`src/rtl/pri_encoder_rr.sv`:
```
// Registered N-input priority encoder with a valid/ack hold handshake.
// Define PRI_ENC_RR_EN for round-robin arbitration. Otherwise highest index wins.
module pri_encoder_rr #(
  parameter int N = 8,
  parameter int W = 3
) (
  input  logic         clk,
  input  logic         rst_n,
  input  logic         en,
  input  logic [N-1:0] req,
  input  logic         ack,
  output logic         valid,
  output logic [W-1:0] grant_idx,
  output logic [N-1:0] grant_onehot
);

  logic         r_valid;
  logic [W-1:0] r_idx;
  logic [N-1:0] r_onehot;
  logic [W-1:0] w_win;
  logic         w_load;

  assign w_load = en && (req != '0) && (!r_valid || ack);

`ifdef PRI_ENC_RR_EN
  logic [W-1:0] r_last;
  logic [W-1:0] w_last_eff;
  int           w_start;
  int           w_pos;
  logic         w_found;

  // An ack on this edge moves the pointer, so the same-edge reload must already see it.
  assign w_last_eff = (r_valid && ack) ? r_idx : r_last;

  always_comb begin
    w_win   = '0;
    w_found = 1'b0;
    w_pos   = 0;
    w_start = (w_last_eff == '0) ? (N - 1) : (int'(w_last_eff) - 1);
    for (int k = 0; k < N; k++) begin
      w_pos = w_start - k;
      if (w_pos < 0) w_pos = w_pos + N;
      if (!w_found && req[w_pos[W-1:0]]) begin
        w_win   = w_pos[W-1:0];
        w_found = 1'b1;
      end
    end
  end

  always_ff @(posedge clk or negedge rst_n) begin
    if (!rst_n) begin
      r_last <= '0;
    end else if (r_valid && ack) begin
      r_last <= r_idx;
    end
  end
`else
  always_comb begin
    w_win = '0;
    for (int i = 0; i < N; i++) begin
      if (req[W'(i)]) w_win = W'(i);
    end
  end
`endif

  always_ff @(posedge clk or negedge rst_n) begin
    if (!rst_n) begin
      r_valid  <= 1'b0;
      r_idx    <= '0;
      r_onehot <= '0;
    end else if (w_load) begin
      r_valid  <= 1'b1;
      r_idx    <= w_win;
      r_onehot <= {{(N-1){1'b0}}, 1'b1} << w_win;
    end else if (r_valid && ack) begin
      // Retire: the index stays put, only the one-hot view is cleared.
      r_valid  <= 1'b0;
      r_onehot <= '0;
    end
  end

  assign valid        = r_valid;
  assign grant_idx    = r_idx;
  assign grant_onehot = r_onehot;

endmodule
```
`config.mk`:
```
export PLATFORM = sky130hd
export DESIGN_NAME = pri_encoder_rr
export DESIGN_NICKNAME = d
export VERILOG_FILES = /design/src/rtl/pri_encoder_rr.sv
export SDC_FILE = /design/constraint.sdc
export NUM_CORES = 1
export LEC_CHECK = 0
export ABC_AREA = 1
export BUFFER_PORTS_ARGS = -buffer_cell sky130_fd_sc_hd__buf_2
export CORE_AREA = 2 2 39 41
export DETAILED_ROUTE_END_ITERATION = 10
export DIE_AREA = 0 0 41 43
export PLACE_DENSITY = 0.67
export SKIP_LAST_GASP = 1
export SLEW_MARGIN = 20
export SYNTH_ARGS = -nofsm -noshare
export SYNTH_HDL_FRONTEND = slang
export SYNTH_SLANG_ARGS = --single-unit
export TNS_END_PERCENT = 20
```
`constraint.sdc`:
```
create_clock -name clk -period 1.4 [get_ports clk]
set_clock_uncertainty 0.2 [all_clocks]
set_input_delay 0.07 -clock clk [delete_from_list [all_inputs] [get_ports clk]]
set_output_delay 0.07 -clock clk [all_outputs]
set_load 0.02 [all_outputs]
```
==> impl_metrics.csv <==
group,metric,value,unit
status,outcome,"completed",
global_routing,track_usage,0.118,
timing,hold_violations,0,
yosys,yosysMostFrequentCell,"nand2_1",
final_layout,fillCellCount,145,
timing,rsz0062_at_grt,"true",
die,fp-row-count,14,
yosys,syn_avg_cell_area,8.01,sq um
clocking,cts-root-buf,"clkbuf_4",
worst_setup_path,crit_buf_inv,3,
placement,dp_cells,88,
drt,drt-total-wl,802,microns
timing,max_freq,0.746,GHz
clocking,cts.clk_slew.worst_paths,0.05,ns
drt,wl_met3,40,microns
placement,portBuffers,18,
yosys,yosys-top-cells-area,"dfrtp_1 40%, nand2_1 9.4%, buf_4 8.5%, inv_1 7.7%, nand4_1 5.7%",
power_and_ir_drop,peakVddDrop,322,uV
final_layout,finalNetCount,95,
drt,route.detailed.drc,0,
clocking,cts_tree,"done",
worst_setup_path,endpoint_kind,"flop",
yosys,synth_edf_count,0,
worst_setup_path,rr_worst_depth,4,
placement,dp_hpwl,635,microns
worst_setup_path,crit_family,"buffers and inverters",
yosys,async_reset_ff_frac,1.00,
worst_setup_path,critPathLaunchType,"input port",
placement,gp_congestion,0.770,
final_layout,drive_gt1_frac,0.354,
worst_setup_path,crit_path_frequent_cell,"nand2_4",
worst_setup_path,crit_path_max_incr_delay,0.53,ns
global_routing,grt_pass1_wl,1340,microns
global_routing,grt_pass1_vias,374,
die,fp.dieW,41,microns
drt,dr_total_vias,408,
drt,highest-signal-layer,"met4",
worst_setup_path,required,1.39,ns
timing,fin_hold_ws,0.0238,ns
drt,met1_length,328,microns
die,core_area,1380,sq um
global_routing,grt.overflow.total,0,
drt,ant_nets,0,
clocking,worstSkewPairLatency,0.25,ns
timing,finalSetupViolCount,0,
yosys,syn-instance-count,55,
yosys,yosys-top-cells-count,"11 x nand2_1, 9 x inv_1, 7 x dfrtp_1, 5 x buf_4",
yosys,yosysTopAreaCellShare,0.398,
drt,drtPass1Iterations,1,
global_routing,antenna_found_initial,0,
min_path,min_path_cells,5,
power_and_ir_drop,p_per_area,933,nW/um^2
worst_setup_path,crit_type,"in2reg",
worst_setup_path,critPathArrivalTime,1.33,ns
yosys,yosys_most_used_dff,"dfrtp_1",
clocking,numClockSinks,7,
run,drv_cap,0,
power_and_ir_drop,power,0.573,mW
worst_setup_path,cp_max_fo,9,
timing,fin_ws,0.0602,ns
yosys,yosysWarnings,0,
final_layout,synthToLayoutAreaGrowth,39.5,%
clocking,cts_inserted_buffers,3,
worst_setup_path,crit_chain,"dlygate4sd3_1 -> buf_2 -> inv_2 -> nand2_4 -> nor2_4 -> nand2_4 -> nand3_4 -> nand3_1 -> nand2_1",
global_routing,grt_max_degree,10,
drt,wire_per_inst,8.18,microns
yosys,netlist_area,440,sq um
timing,final.setup.tns,0,ns
min_path,hold_path_class,"in2reg",
clocking,htreeDepth,1,
final_layout,diodes,0,
final_layout,final_cells,98,
yosys,synth.distinct_cells,16,
timing,fin_crit,1.34,ns
drt,drt_iter0_drc,0,
timing,drv_slew,0,
worst_setup_path,slowest_stage,"dlygate4sd3_1",
die,io_pins,24,
placement,pre_cts_slack,0.208,ns
die,dieArea,1760,sq um
drt,wl_met2,401,microns
yosys,ys_ff_latch,7,
worst_setup_path,crit_cells,9,
yosys,seq_area_frac_synth,0.398,
die,chipHeight,43,microns
power_and_ir_drop,leakage,0.374,nW
clocking,clk_path_buf_depth,2,
die,start_util,0.318,
drt,vias_per_cell,4.16,
timing,period_share,0.957,
yosys,yosysTopAreaCell,"dfrtp_1",
[state kept, by name, summed over array words and instances, names as in the netlist]
name	count
grant_idx	2
grant_onehot	4
valid	1
[tightest hold or removal path: stages]
cell and delay (ns):
buf_2 0.09, inv_1 0.09, nor3_1 0.05, nand4_1 0.08, nand2_1 0.05
[cells in the final DEF, fill, tap and decap left out]
| cell type | n |
|---|---|
| buf_2 | 18 |
| clkbuf_1 | 1 |
| clkbuf_4 | 3 |
| conb_1 | 5 |
| dfrtp_1 | 7 |
| dlygate4sd3_1 | 6 |
| inv_1 | 9 |
| inv_2 | 2 |
| nand2_1 | 11 |
| nand2_2 | 1 |
| nand2_4 | 2 |
| nand3_1 | 4 |
| nand3_4 | 1 |
| nand4_1 | 4 |
| nor2_1 | 2 |
| nor2_4 | 2 |
| nor3_1 | 1 |
| o21ai_1 | 3 |
[repair_timing]
item | 4_1_cts | 5_1_grt
endpoints found under the hold margin | 14 | 0
resized for setup | 0 | 1
hold buffers | 6 | 0
buffers inserted | 0 | 0
setup endpoints to repair | 0 | 3
[metrics by stage]
stage | utilization | cell area (sq um)
floorplan | - | 455
global placement | 0.382 | 528
detailed placement | 0.382 | 528
CTS | 0.444 | 614
global route | 0.444 | 614
finish | 0.444 | 614
[metal layers]
layer | global-route usage | vias up
met2 | 0.188 | 15
met1 | 0.108 | 175
met3 | 0.0314 | 4
met5 | 0 | -
met4 | 0.120 | 0
li1 | - | 214
[logic make-up after synthesis]
kind of cell	after synthesis	share of synthesized area
simple gates	28	0.381
flops	7	0.398
compound gates	3	0.0341
buf+inv	16	0.179
other cells	1	0.00851
[final timing paths]
check                                    startpoint  slack (ns)                          end
max                                          req[3]        0.06  grant_onehot[1]$_DFFE_PN0P_
max in group asynchronous                     rst_n        0.21     grant_idx[0]$_DFFE_PN0P_
max reg2reg                       valid$_DFFE_PN0P_        0.20  grant_onehot[1]$_DFFE_PN0P_
min in group asynchronous                     rst_n        0.56  grant_onehot[0]$_DFFE_PN0P_
min reg2reg                grant_idx[0]$_DFFE_PN0P_        0.29     grant_idx[0]$_DFFE_PN0P_
min                                          req[1]        0.02  grant_onehot[1]$_DFFE_PN0P_
[power breakdown]
group	internal, mW	switching [mW]
Sequential	0.224	0.0108
Clock	0.109	0.0754
Combinational	0.0574	0.0969
Total	0.390	0.183
[cell type report]
class / instances / area, sq um / share of cell area
Timing Repair Buffer: 24 / 150 / 0.244
Tap cell: 16 / 20.0 / 0.0326
Sequential cell: 7 / 175 / 0.285
Multi-Input combinational cell: 36 / 201 / 0.328
Inverter: 11 / 41.3 / 0.0672
Clock buffer: 4 / 26.3 / 0.0428
Note: power is estimated with default switching activity, not from simulation.
